[src/rtl/ddr_rd_ctrl_if.sv]
// Read-request / DDR native-port bundle between memInt, ddr_rd_ctrl and the DDR controller.
interface ddr_rd_ctrl_if #(
  parameter int unsigned ADDR_W = 32,
  parameter int unsigned DATA_W = 512
) ();

  // memInt side
  logic              ddr_rd;
  logic [ADDR_W-1:0] readAdd;
  logic              ddr_rd_valid;
  logic [DATA_W-1:0] ddr_rd_data;
  logic              ddr_rd_done;

  // DDR native command port
  logic              mem_cmd_valid;
  logic              mem_cmd_ready;
  logic [ADDR_W-1:0] mem_cmd_addr;
  logic [7:0]        mem_cmd_len;

  // DDR native read-data port (no backpressure)
  logic              mem_rdata_valid;
  logic [DATA_W-1:0] mem_rdata;
  logic              mem_rdata_last;

  logic              err;

  // Environment side: memInt requester plus DDR responder.
  modport master (
    output ddr_rd, readAdd, mem_cmd_ready, mem_rdata_valid, mem_rdata, mem_rdata_last,
    input  ddr_rd_valid, ddr_rd_data, ddr_rd_done, mem_cmd_valid, mem_cmd_addr, mem_cmd_len,
    input  err
  );

  // Read controller side.
  modport slave (
    input  ddr_rd, readAdd, mem_cmd_ready, mem_rdata_valid, mem_rdata, mem_rdata_last,
    output ddr_rd_valid, ddr_rd_data, ddr_rd_done, mem_cmd_valid, mem_cmd_addr, mem_cmd_len,
    output err
  );

endinterface

[src/rtl/ddr_rd_ctrl.sv]
// DDR read controller: turns a memInt read request into one fixed-length burst command,
// forwards the returned beats with one cycle of latency, flags the final beat, and
// guards against length violations, stray beats and a stalled response.
module ddr_rd_ctrl #(
  parameter int unsigned BURST_BEATS = 4,
  parameter int unsigned ADDR_W      = 32,
  parameter int unsigned DATA_W      = 512,
  parameter int unsigned TIMEOUT     = 1023
) (
  input logic          clk,
  input logic          rst,
  ddr_rd_ctrl_if.slave bus
);

  localparam int unsigned ToW = $clog2(TIMEOUT + 1);

  typedef enum logic [1:0] {StIdle, StCmd, StData, StDone} state_e;

  state_e            state_q, state_d;
  logic [ADDR_W-1:0] addr_q, addr_d;
  logic              cmd_valid_q, cmd_valid_d;
  logic [7:0]        beat_cnt_q, beat_cnt_d;
  logic [ToW-1:0]    to_cnt_q, to_cnt_d;
  logic              valid_q, valid_d;
  logic [DATA_W-1:0] data_q, data_d;
  logic              done_q, done_d;
  logic              err_q, err_d;

  logic is_last;
  logic timeout_hit;

  assign is_last     = (beat_cnt_q == 8'(BURST_BEATS - 1));
  assign timeout_hit = (to_cnt_q == ToW'(TIMEOUT - 1));

  // Next-state and registered-output computation for the whole controller.
  always_comb begin
    state_d     = state_q;
    addr_d      = addr_q;
    cmd_valid_d = cmd_valid_q;
    beat_cnt_d  = beat_cnt_q;
    to_cnt_d    = to_cnt_q;
    valid_d     = 1'b0;
    data_d      = data_q;
    done_d      = 1'b0;
    err_d       = err_q;

    unique case (state_q)
      StIdle: begin
        // No burst is outstanding, so any beat here is stray.
        if (bus.mem_rdata_valid) err_d = 1'b1;
        if (bus.ddr_rd) begin
          addr_d      = bus.readAdd & ~ADDR_W'(64'h3f);
          cmd_valid_d = 1'b1;
          state_d     = StCmd;
        end
      end

      StCmd: begin
        if (bus.mem_rdata_valid) err_d = 1'b1;
        if (bus.mem_cmd_ready) begin
          cmd_valid_d = 1'b0;
          beat_cnt_d  = '0;
          to_cnt_d    = '0;
          state_d     = StData;
        end
      end

      StData: begin
        to_cnt_d = to_cnt_q + 1'b1;
        // A final beat arriving on the timeout cycle still completes normally.
        if (timeout_hit && !(bus.mem_rdata_valid && is_last)) begin
          done_d  = 1'b1;
          err_d   = 1'b1;
          state_d = StDone;
        end else if (bus.mem_rdata_valid) begin
          valid_d    = 1'b1;
          data_d     = bus.mem_rdata;
          beat_cnt_d = beat_cnt_q + 1'b1;
          // The DDR's last flag is only cross-checked; our own count ends the burst.
          if (bus.mem_rdata_last != is_last) err_d = 1'b1;
          if (is_last) begin
            done_d  = 1'b1;
            state_d = StDone;
          end
        end
      end

      StDone: begin
        // ddr_rd is deliberately ignored for this one cycle.
        if (bus.mem_rdata_valid) err_d = 1'b1;
        state_d = StIdle;
      end

      default: state_d = StIdle;
    endcase
  end

  // State and output registers with synchronous active-low reset.
  always_ff @(posedge clk) begin
    if (!rst) begin
      state_q     <= StIdle;
      addr_q      <= '0;
      cmd_valid_q <= 1'b0;
      beat_cnt_q  <= '0;
      to_cnt_q    <= '0;
      valid_q     <= 1'b0;
      data_q      <= '0;
      done_q      <= 1'b0;
      err_q       <= 1'b0;
    end else begin
      state_q     <= state_d;
      addr_q      <= addr_d;
      cmd_valid_q <= cmd_valid_d;
      beat_cnt_q  <= beat_cnt_d;
      to_cnt_q    <= to_cnt_d;
      valid_q     <= valid_d;
      data_q      <= data_d;
      done_q      <= done_d;
      err_q       <= err_d;
    end
  end

  assign bus.mem_cmd_valid = cmd_valid_q;
  assign bus.mem_cmd_addr  = addr_q;
  assign bus.mem_cmd_len   = 8'(BURST_BEATS - 1);
  assign bus.ddr_rd_valid  = valid_q;
  assign bus.ddr_rd_data   = data_q;
  assign bus.ddr_rd_done   = done_q;
  assign bus.err           = err_q;

endmodule

[src/flat_wrapper.sv]
// flat-port wrapper written by rule: the top's interface ports become plain ports
module ddr_rd_ctrl_flat 
#(
  parameter int unsigned BURST_BEATS = 4,
  parameter int unsigned ADDR_W      = 32,
  parameter int unsigned DATA_W      = 512,
  parameter int unsigned TIMEOUT     = 1023
)
  (clk, rst, bus_ddr_rd, bus_readAdd, bus_mem_cmd_ready, bus_mem_rdata_valid, bus_mem_rdata, bus_mem_rdata_last, bus_ddr_rd_valid, bus_ddr_rd_data, bus_ddr_rd_done, bus_mem_cmd_valid, bus_mem_cmd_addr, bus_mem_cmd_len, bus_err);
  ddr_rd_ctrl_if #(.ADDR_W(ADDR_W), .DATA_W(DATA_W)) bus_i ();
  input logic clk;
  input logic rst;
  input wire logic [$bits(bus_i.ddr_rd)-1:0] bus_ddr_rd;
  input wire logic [$bits(bus_i.readAdd)-1:0] bus_readAdd;
  input wire logic [$bits(bus_i.mem_cmd_ready)-1:0] bus_mem_cmd_ready;
  input wire logic [$bits(bus_i.mem_rdata_valid)-1:0] bus_mem_rdata_valid;
  input wire logic [$bits(bus_i.mem_rdata)-1:0] bus_mem_rdata;
  input wire logic [$bits(bus_i.mem_rdata_last)-1:0] bus_mem_rdata_last;
  output wire logic [$bits(bus_i.ddr_rd_valid)-1:0] bus_ddr_rd_valid;
  output wire logic [$bits(bus_i.ddr_rd_data)-1:0] bus_ddr_rd_data;
  output wire logic [$bits(bus_i.ddr_rd_done)-1:0] bus_ddr_rd_done;
  output wire logic [$bits(bus_i.mem_cmd_valid)-1:0] bus_mem_cmd_valid;
  output wire logic [$bits(bus_i.mem_cmd_addr)-1:0] bus_mem_cmd_addr;
  output wire logic [$bits(bus_i.mem_cmd_len)-1:0] bus_mem_cmd_len;
  output wire logic [$bits(bus_i.err)-1:0] bus_err;
  assign bus_i.ddr_rd = bus_ddr_rd;
  assign bus_i.readAdd = bus_readAdd;
  assign bus_i.mem_cmd_ready = bus_mem_cmd_ready;
  assign bus_i.mem_rdata_valid = bus_mem_rdata_valid;
  assign bus_i.mem_rdata = bus_mem_rdata;
  assign bus_i.mem_rdata_last = bus_mem_rdata_last;
  assign bus_ddr_rd_valid = bus_i.ddr_rd_valid;
  assign bus_ddr_rd_data = bus_i.ddr_rd_data;
  assign bus_ddr_rd_done = bus_i.ddr_rd_done;
  assign bus_mem_cmd_valid = bus_i.mem_cmd_valid;
  assign bus_mem_cmd_addr = bus_i.mem_cmd_addr;
  assign bus_mem_cmd_len = bus_i.mem_cmd_len;
  assign bus_err = bus_i.err;
  ddr_rd_ctrl #(.BURST_BEATS(BURST_BEATS), .ADDR_W(ADDR_W), .DATA_W(DATA_W), .TIMEOUT(TIMEOUT)) u_core (.clk(clk), .rst(rst), .bus(bus_i));
endmodule
[config.mk]
export PLATFORM = sky130hd
export DESIGN_NAME = ddr_rd_ctrl_flat
export DESIGN_NICKNAME = d
export VERILOG_FILES = /design/src/rtl/ddr_rd_ctrl_if.sv /design/src/rtl/ddr_rd_ctrl.sv /design/src/flat_wrapper.sv
export SDC_FILE = /design/constraint.sdc
export NUM_CORES = 1
export LEC_CHECK = 0
export CORE_AREA = 2 2 429 431
export DETAILED_ROUTE_END_ITERATION = 10
export DIE_AREA = 0 0 431 433
export GPL_TIMING_DRIVEN = 1
export SYNTH_ARGS = -nofsm -noshare
export SYNTH_HDL_FRONTEND = slang
export SYNTH_SLANG_ARGS = --single-unit
[constraint.sdc]
create_clock -name clk -period 3.7 [get_ports clk]
set_input_delay 0.74 -clock clk [delete_from_list [all_inputs] [get_ports clk]]
set_output_delay 0.74 -clock clk [all_outputs]
set_load 0.01 [all_outputs]
**Word-level counts from Yosys, hierarchy flattened**

Cells that the tools add are included.

- $add $sub $neg: 2
- Equality and inequality tests: 14
- Muxes and demuxes: 24
- Bitwise operators: 3
- Reductions and logical operators: 16

Operators with widths:

| kind | number |
|---|---|
| $mux W8 | 3 |
| $pmux W10 S2 | 1 |
| $pmux W8 S2 | 1 |
| $add A10 B1 Y10 const B | 1 |
| $eq A10 B10 Y1 const B | 1 |
| $mux W1 | 10 |
| $mux W10 | 1 |
| $mux W2 | 5 |
| $reduce_and A3 Y1 | 3 |
| $add A8 B1 Y8 const B | 1 |
| $eq A8 B2 Y1 const B | 1 |
| $ne A2 B2 Y1 const B | 4 |
| $pmux W2 S4 | 1 |
| $reduce_and A4 Y1 | 2 |
| $ne A3 B1 Y1 const B | 2 |
| $reduce_and A2 Y1 | 3 |
| $reduce_or A3 Y1 | 2 |
| $eq A2 B2 Y1 const B | 2 |
| $pmux W1 S2 | 2 |
| $reduce_bool A2 Y1 | 2 |
| $ne A3 B2 Y1 const B | 1 |
| $not A1 Y1 | 3 |
| $eq A2 B1 Y1 const B | 1 |
| $logic_and A1 B1 Y1 | 2 |
| 4 further kinds | 4 |

- Register bits: 562
- Input bits: 550
- Output and inout port bits: 556
- Word-level logic and storage cells: 68

**Depth between registers and ports, before layout**

Gate-level depths: netlist of the first run.

- Word-level depth: 6
- Mapped depth: 10
- Gate-level depth less buffers: 6

**Worst setup path after synthesis of the first run**

Ideal clock, no wire load.

- Path kind: register -> register
- From: register u_core.to_cnt_q[0]
- To: register u_core.data_q[0], in the netlist u_core.bus.ddr_rd_data[0]
- Library setup time: 72 ps
- Arrival time: 1861 ps
- Setup slack: 1768 ps
- Cell stages (with the launch flop): 11
- Buffers on the path: 4
- Clock period less this slack: 1932 ps
- Cell sequence: dfxtp_1 inv_1 ha_1 and4_1 and3_1 buf_6 a21oi_2 buf_6 buf_12 buf_12 mux2i_1

- Word-level cells in the longest chain between the ends: 4

Ends and longest elaborated chain:

| item | line | RTL |
|---|---|---|
| start, declared | ddr_rd_ctrl.sv:23 | `logic [ToW-1:0] to_cnt_q, to_cnt_d;` |
| start signal, assigned | ddr_rd_ctrl.sv:115 | `to_cnt_q <= to_cnt_d;` |
| $eq A10 B10 Y1 | ddr_rd_ctrl.sv:33 | `assign timeout_hit = (to_cnt_q == ToW'(TIMEOUT - 1));` |
| $logic_and A1 B1 Y1 | ddr_rd_ctrl.sv:71 | `if (timeout_hit && !(bus.mem_rdata_valid && is_last)) begin` |
| $not A1 Y1 (no source line) | -- |  |
| $reduce_and A3 Y1 (no source line) | -- |  |
| end signal, assigned | ddr_rd_ctrl.sv:117 | `data_q <= data_d;` |
| end, declared | ddr_rd_ctrl.sv:25 | `logic [DATA_W-1:0] data_q, data_d;` |

Every way passes these cells.
A chain may end at the register's enable or synchronous reset.

**Final worst setup path of the first run**

- From: register u_core.to_cnt_q[0]
- To: register u_core.data_q[343], in the netlist u_core.bus.ddr_rd_data[343]

Same word-level chain as after synthesis.

==> results by group, run 1 <==
Outcome
  • Status: finished, final reports clean

Layout
  • Fin nets: 4,073
  • Fin cells: 5,976
  • P&R area growth vs syn: 65.9%
  • Ratio of cells with drive above 1 in the final layout: 4.45%

Setup path
  • CP Data Arrival Time: 3.19 ns
  • Crit path kind: flop to flop
  • FF-to-FF End: u_core.bus.ddr_rd_data[343]
  • CP max FO: 82
  • R2R cell count: 8
  • Slack of the worst reg-to-reg path: 1.08 ns
  • R2r startpoint: u_core.to_cnt_q[0]
  • Critical Path Start Type: flop
  • Critical path required time: 4.27 ns
  • CP endpoint kind: flop

Floorplanning
  • Core Rows: 157
  • Die Width: 431 um
  • Full die area: 0.187 sq mm
  • Die H: 433 um
  • I/O Pins: 1,106
  • Core Box Area: 0.182 sq mm
  • Initial Util: 12.6%

Worst hold path
  • Hold Crit Start: u_core.bus.ddr_rd_data[150]
  • HP Class: flop to flop
  • Hold path endpoint: u_core.bus.ddr_rd_data[150]
  • Hold path depth: 2

Logic synthesis
  • Post-synthesis cell count: 2,504
  • Post-synth top area share: 48.9%
  • Share of synthesized registers carrying an async set or reset: 0%
  • EDFF count, synth: 0
  • Synth warn: 0
  • Syn Area/Cell: 9.19 sq um
  • Yosys top cell by area: dfxtp_1
  • Ys flop type: dfxtp_1
  • Synth area leaders: dfxtp_1 49%, mux2i_1 22%, nand2_1 18%
  • Leading cell types by count after synthesis: 1,092 x nand2_1, 562 x dfxtp_1, 513 x mux2i_1
  • Post-Syn Area: 0.0230 sq mm
  • Synth Register Bits: 562
  • Register area share after synthesis: 48.9%
  • Count leader, synth: nand2_1
  • Netlist cell types: 51

Global routing
  • Total Routing Usage GR: 12.9%
  • Largest net degree at the start of global routing: 150
  • First-pass GRT wire length: 166 mm
  • Remaining Overflow, GRT: 0
  • Initial antenna violation count: 106
  • Vias in the first global route: 20.3k

Power and ir drop
  • P_leak: 0.0130 uW
  • Cell internal pwr: 13,500 uW
  • Sequential power share: 36.8%
  • Max VDD drop: 0.000288 V
  • Psw: 5850 uW
  • Sw Share: 30.2%
  • Clock power frac: 37.5%
  • Gate power share: 25.7%
  • Cell area power density: 507 mW/mm^2
  • Total chip power: 19,400 uW

Routing
  • Via/cell ratio: 3.55
  • Routed wire per std cell: 21.3 um
  • Post-route DRC: 0
  • Post-DRT Antenna Nets: 0
  • TritonRoute pass-1 iters: 5
  • Total wire length: 127 mm
  • Via Count: 21.2k
  • Number of DRC markers in iteration 0: 1,355

Timing
  • Worst-margin pin slew: 1.10 ns
  • Slew HR: 26.4%
  • Hold Slack: 0.452 ns
  • Tmin final: 2.62 ns
  • Final Hold Viols: 0
  • Fin crit share: 70.7%
  • Fin Clk Skew: 0.0223 ns
  • Final setup violation count: 0
  • Total negative slack: 0 ns
  • Max Slew Vio Count: 0
  • RSZ-0062 raised after global routing: no
  • Fmax achieved: 382 MHz

Clock network
  • CTS Hold Bufs: 0
  • CTS buffer count: 74
  • CTS tree: yes
  • CTS root buf: clkbuf_16
  • Clk slew on worst S/H paths: 0.06 ns
  • Clock buffer depth: 3
  • Skew-Pair Late Insertion Delay: 0.66 ns
  • # Post-CTS Setup Buffers: 0
  • Clk sink count: 562
  • Post-CTS resize count: 0
  • H-tree level count: 3

Placed design
  • HPWL Detailed: 104 mm
  • Placed cell count: 5,826
  • I/O Buffers: 1,085
  • GPL Wtd Cong: 0.947

Flow run
  • Max-cap viol count: 0
logic make-up (layout without fill, tap and decap cells):
group	count (synthesis)	count (layout)	synth area share, %
flip-flops	562	562	48.9
AND/OR/NAND/NOR	1141	1141	19.1
XOR/XNOR	6	6	0.228
multiplexers	514	514	22.4
adder cells (fa/ha/maj)	6	6	0.326
AO/OA/AOI/OAI	68	68	1.87
buffers and inverters	205	1262	7.22
other	2	32	0.0326
worst max path at each step:
stage	startpoint	slack, ns	cells after the start	end
after floorplan	u_core.to_cnt_q[0]	1.77	10	u_core.bus.ddr_rd_data[0]
after global placement	bus_mem_rdata_valid	0.94	6	u_core.bus.ddr_rd_data[299]
after detailed placement	rst	0.82	4	u_core.beat_cnt_q[7]
after CTS	u_core.bus.mem_cmd_addr[31]	0.94	1	bus_mem_cmd_addr[31]
after global routing	u_core.to_cnt_q[0]	0.94	8	u_core.bus.ddr_rd_data[331]
final	u_core.to_cnt_q[0]	1.08	8	u_core.bus.ddr_rd_data[343]
area by class of cell:
class	instances	area [sq um]
Inverter	8	30.0
Clock buffer	109	2130
Tap cell	2385	2980
Clock inverter	23	267
Timing Repair Buffer	1122	11300
Multi-Input combinational cell	1749	10200
Fill cell	19800	144000
Sequential cell	562	11300
Antenna cell	18	45.0
registers in the layout, summed over array words and instances (netlist names):
register,flops
u_core.beat_cnt_q,8
u_core.bus.ddr_rd_data,512
u_core.bus.ddr_rd_done,1
u_core.bus.ddr_rd_valid,1
u_core.bus.err,1
u_core.bus.mem_cmd_addr,26
u_core.bus.mem_cmd_valid,1
u_core.state_q,2
u_core.to_cnt_q,10
through the flow:
step | setup WS (ns) | util [%] | cell area (sq um)
3_3_place_gp | 0.936 | 19.6 | 35700
6_report | 1.08 | 21.0 | 38200
5_1_grt | 0.942 | 21.0 | 38200
4_1_cts | 0.943 | 20.9 | 38100
2_1_floorplan | 1.77 | - | 23100
3_5_place_dp | 0.820 | 19.6 | 35700
layout by cell type, fill, tap and decap left out, types with 6 or more instances in the layout:
master / netlist / routed
xor2_1: 6 / 6
a21oi_1: 35 / 35
clkbuf_1: 124 / 20
conb_1: 2 / 14
clkinv_2: 0 / 6
clkdlybuf4s50_1: 0 / 1084
nor2_1: 8 / 8
clkbuf_16: 0 / 74
diode_2: 0 / 18
nand3_1: 10 / 10
o21ai_0: 8 / 8
dfxtp_1: 562 / 562
clkbuf_8: 0 / 15
nand2_1: 1092 / 1092
buf_4: 18 / 23
buf_12: 45 / 14
inv_1: 7 / 7
mux2i_1: 513 / 513
ha_1: 6 / 6
power groups by stage:
stage | Clock [uW] | Sequential, uW | Combinational [uW]
floorplan | 0 | 7500 | 2300
global placement | 0 | 7210 | 5030
detailed placement | 0 | 7240 | 5070
CTS | 7580 | 7120 | 5090
global route | 7770 | 7190 | 5290
finish | 7260 | 7120 | 4980
worst max-delay path, stage by stage (launching register included):
cell and delay (ns):
dfxtp_1 0.36, inv_1 0.07, ha_1 0.21, and4_1 0.22, and3_1 0.30, a21oi_4 0.27, buf_12 0.23, buf_12 0.42
mux2i_1 0.26
routing by layer:
metal | GRT usage [%] | wire (um) | up-vias
met1 | 14.9 | 49000 | 9864
met2 | 19.9 | 56600 | 848
met4 | 4.74 | 4870 | 90
met3 | 7.09 | 16500 | 257
met5 | 0 | 550 | -
li1 | - | - | 10100
Note: power is estimated with default switching activity, not from simulation.
==> run 2, diff against run 1 <==
--- a/config.mk
+++ b/config.mk
@@ -5,9 +5,9 @@
 export SDC_FILE = /design/constraint.sdc
 export NUM_CORES = 1
 export LEC_CHECK = 0
-export CORE_AREA = 2 2 429 431
+export CORE_AREA = 2 2 428 430
 export DETAILED_ROUTE_END_ITERATION = 10
-export DIE_AREA = 0 0 431 433
+export DIE_AREA = 0 0 430 432
 export GPL_TIMING_DRIVEN = 1
 export SYNTH_ARGS = -nofsm -noshare
 export SYNTH_HDL_FRONTEND = slang
==> constraint.sdc (replaced) <==
create_clock -name clk -period 2.4 [get_ports clk]
set_input_delay 0.48 -clock clk [delete_from_list [all_inputs] [get_ports clk]]
set_output_delay 0.48 -clock clk [all_outputs]
set_load 0.01 [all_outputs]
==> results by group, run 2 (synthesis gave the netlist of run 1 again) <==
Routing
  • Post-DRT Antenna Nets: 0 (unchanged)
  • Routed wire per std cell: 20.7 um (-3.0%)
  • Post-route DRC: 0 (unchanged)
  • TritonRoute pass-1 iters: 5 (unchanged)
  • Via Count: 21.4k (+1.1%)
  • Via/cell ratio: 3.55 (+0.15%)
  • Total wire length: 125 mm (-2.0%)
  • Number of DRC markers in iteration 0: 1,176 (-13%)

Outcome
  • Status: finished, final reports clean

Floorplanning
  • Initial Util: 12.7% (+0.027 points)
  • I/O Pins: 1,106 (unchanged)
  • Full die area: 0.186 sq mm (-0.46%)
  • Core Box Area: 0.182 sq mm (-0.22%)
  • Die Width: 430 um (-0.23%)
  • Die H: 432 um (-0.23%)
  • Core Rows: 157 (unchanged)

Clock network
  • Clk slew on worst S/H paths: 0.06 ns (about the same)
  • CTS tree: yes
  • Clk sink count: 562 (unchanged)
  • Clock buffer depth: 3 (unchanged)
  • CTS root buf: clkbuf_16
  • CTS Hold Bufs: 0 (unchanged)
  • H-tree level count: 3 (unchanged)
  • Skew-Pair Late Insertion Delay: 0.68 ns (+0.02 ns)
  • CTS buffer count: 71 (-4.1%)

Setup path
  • Max incr delay on CP: 0.80 ns (+0.38 ns)
  • CP max FO: 2 (-98%)
  • CP Data Arrival Time: 1.80 ns (-1.39 ns)
  • Cell Chain, Critical Path: clkdlybuf4s50_1
  • CP endpoint kind: output pin
  • Critical Path Start Type: flop
  • CP max-delay cell: clkdlybuf4s50_1
  • Worst path top cell family by delay: buffers and inverters
  • Crit path kind: flop to output pin
  • Critical path required time: 1.92 ns (-2.35 ns)
  • WP buf/inv: 1 (-2)

Global routing
  • Initial antenna violation count: 84 (-21%)
  • Remaining Overflow, GRT: 0 (unchanged)
  • First-pass GRT wire length: 165 mm (-0.82%)
  • Total Routing Usage GR: 12.7% (-0.15 points)
  • Vias in the first global route: 20.5k (+1.4%)
  • Largest net degree at the start of global routing: 98 (-35%)

Timing
  • Total negative slack: 0 ns (unchanged)
  • Slew HR: 61.8% (+35 points)
  • Fmax achieved: 438 MHz
  • RSZ-0062 raised after global routing: no
  • Tmin final: 2.28 ns
  • Max Slew Vio Count: 0 (unchanged)
  • Hold Slack: 0.170 ns (-0.282 ns)
  • Worst-margin pin slew: 0.576 ns (-0.525 ns)
  • Final setup violation count: 0 (unchanged)
  • Fin crit share: 95.1%
  • Worst Slack Setup Final: 0.116 ns (-0.968 ns)
  • Fin Clk Skew: 0.0384 ns (+0.0161 ns)
  • Final Hold Viols: 0 (unchanged)

Layout
  • Commonest non-fill, non-tap cells in the layout: 1,092 x nand2_1, 1,072 x clkdlybuf4s50_1, 560 x dfxtp_1
  • Fill cells: 19.7k (-0.59%)
  • Fin util: 21.4% (+0.42 points)
  • P&R area growth vs syn: 68.9%
  • Ratio of cells with drive above 1 in the final layout: 6.03% (+1.6 points)
  • Flip-flop count of the largest register after layout: 512 (unchanged)
  • Fin nets: 4,142 (+1.7%)
  • Final Instance Area: 0.0389 sq mm (+1.8%)
  • Most common cell after layout, fill and taps aside: nand2_1

Placed design
  • DP Area: 0.0365 sq mm (+2.1%)
  • HPWL Detailed: 103 mm (-1.3%)
  • DP Worst Slack: 0.110 ns (-0.710 ns)
  • I/O Buffers: 1,085 (unchanged)
  • GPL Wtd Cong: 0.918 (-3.1%)

Power and ir drop
  • Clock power frac: 36.0% (-1.5 points)
  • Cell internal pwr: 20,900 uW (+54%)
  • Gate power share: 27.2% (+1.5 points)
  • Max VDD drop: 0.000470 V (+63%)
  • Psw: 9010 uW (+54%)
  • Sequential power share: 36.8% (about the same)
  • Cell area power density: 769 mW/mm^2 (+52%)
  • P_leak: 0.0134 uW (+3.5%)
  • Sw Share: 30.2% (about the same)

Flow run
  • Max-cap viol count: 0 (unchanged)

Worst hold path
  • HP Class: input pin to flop
run 2: changes by cell type in the layout (fill, tap and decap cells not counted), sizes merged:
cell | before | now
inv | 12 | 8
clkdlybuf4s50 | 1084 | 1072
buf | 38 | 109
diode | 18 | 15
clkinvlp | 4 | 1
clkbuf | 109 | 103
clkinv | 11 | 12
dlygate4sd2 | 0 | 12
run 2: routing by layer:
| metal | track usage (%) | vias to the layer above | share of wire (%) |
|---|---|---|---|
| met4 | 5.23 | 60 | 3.4 |
| li1 | - | 10300 | - |
| met5 | 0 | - | 0.31 |
| met2 | 19.2 | 824 | 44 |
| met1 | 15.7 | 10100 | 41 |
| met3 | 5.62 | 196 | 11 |
run 2: tightest hold or removal path, delay by kind of cell:
kind / cells / cell delay [ns]
buffers and inverters: 1 / 0.15
and+or+nand+nor: 1 / 0.09
muxes: 1 / 0.05
run 2: power groups by stage:
stage | Clock (uW) | Combinational [uW] | Sequential [uW]
6_report | 10800 | 8130 | 11000
5_1_grt | 11500 | 8620 | 11100
4_1_cts | 11200 | 8210 | 11000
3_5_place_dp | 0 | 8180 | 11200
3_3_place_gp | 0 | 8130 | 11100
2_1_floorplan | 0 | 3540 | 11600
run 2: cell type report:
cell class / count / area [sq um] / share of cell area (%)
repair buffers: 1194 / 12100 / 31.2
flip-flops and latches: 562 / 11300 / 28.9
multi-input cells: 1749 / 10200 / 26.1
well taps: 2385 / 2980 / 7.68
clock buffers: 102 / 2020 / 5.19
clock inverters: 17 / 255 / 0.657
diodes: 15 / 37.5 / 0.0966
inverters: 8 / 30.0 / 0.0772
run 2: per-stage QoR:
stage / instances / total power, uW
final: 6032 / 29900
after global routing: 6024 / 31200
after global placement: 5891 / 19300
after detailed placement: 5891 / 19300
after CTS: 6010 / 30400
after floorplan: 2516 / 15100
run 2: worst paths after layout:
path / from / endpoint / slack (ns) / cells past startpoint
worst min-delay path: rst / u_core.bus.ddr_rd_data[250] / 0.17 / 3
worst min register to register: u_core.bus.mem_cmd_addr[15] / u_core.bus.mem_cmd_addr[15] / 0.45 / 2
worst max register to register: u_core.to_cnt_q[0] / u_core.bus.ddr_rd_data[292] / 0.15 / 9
worst max-delay path: u_core.bus.ddr_rd_data[359] / bus_ddr_rd_data[359] / 0.12 / 1
run 2: what timing repair did:
action | 4_1_cts | 5_1_grt
pin swaps | 0 | 1
endpoints found under the setup margin | 12 | 186
resized for setup | 12 | 2
buffers inserted | 0 | 6
cloned | 0 | 1
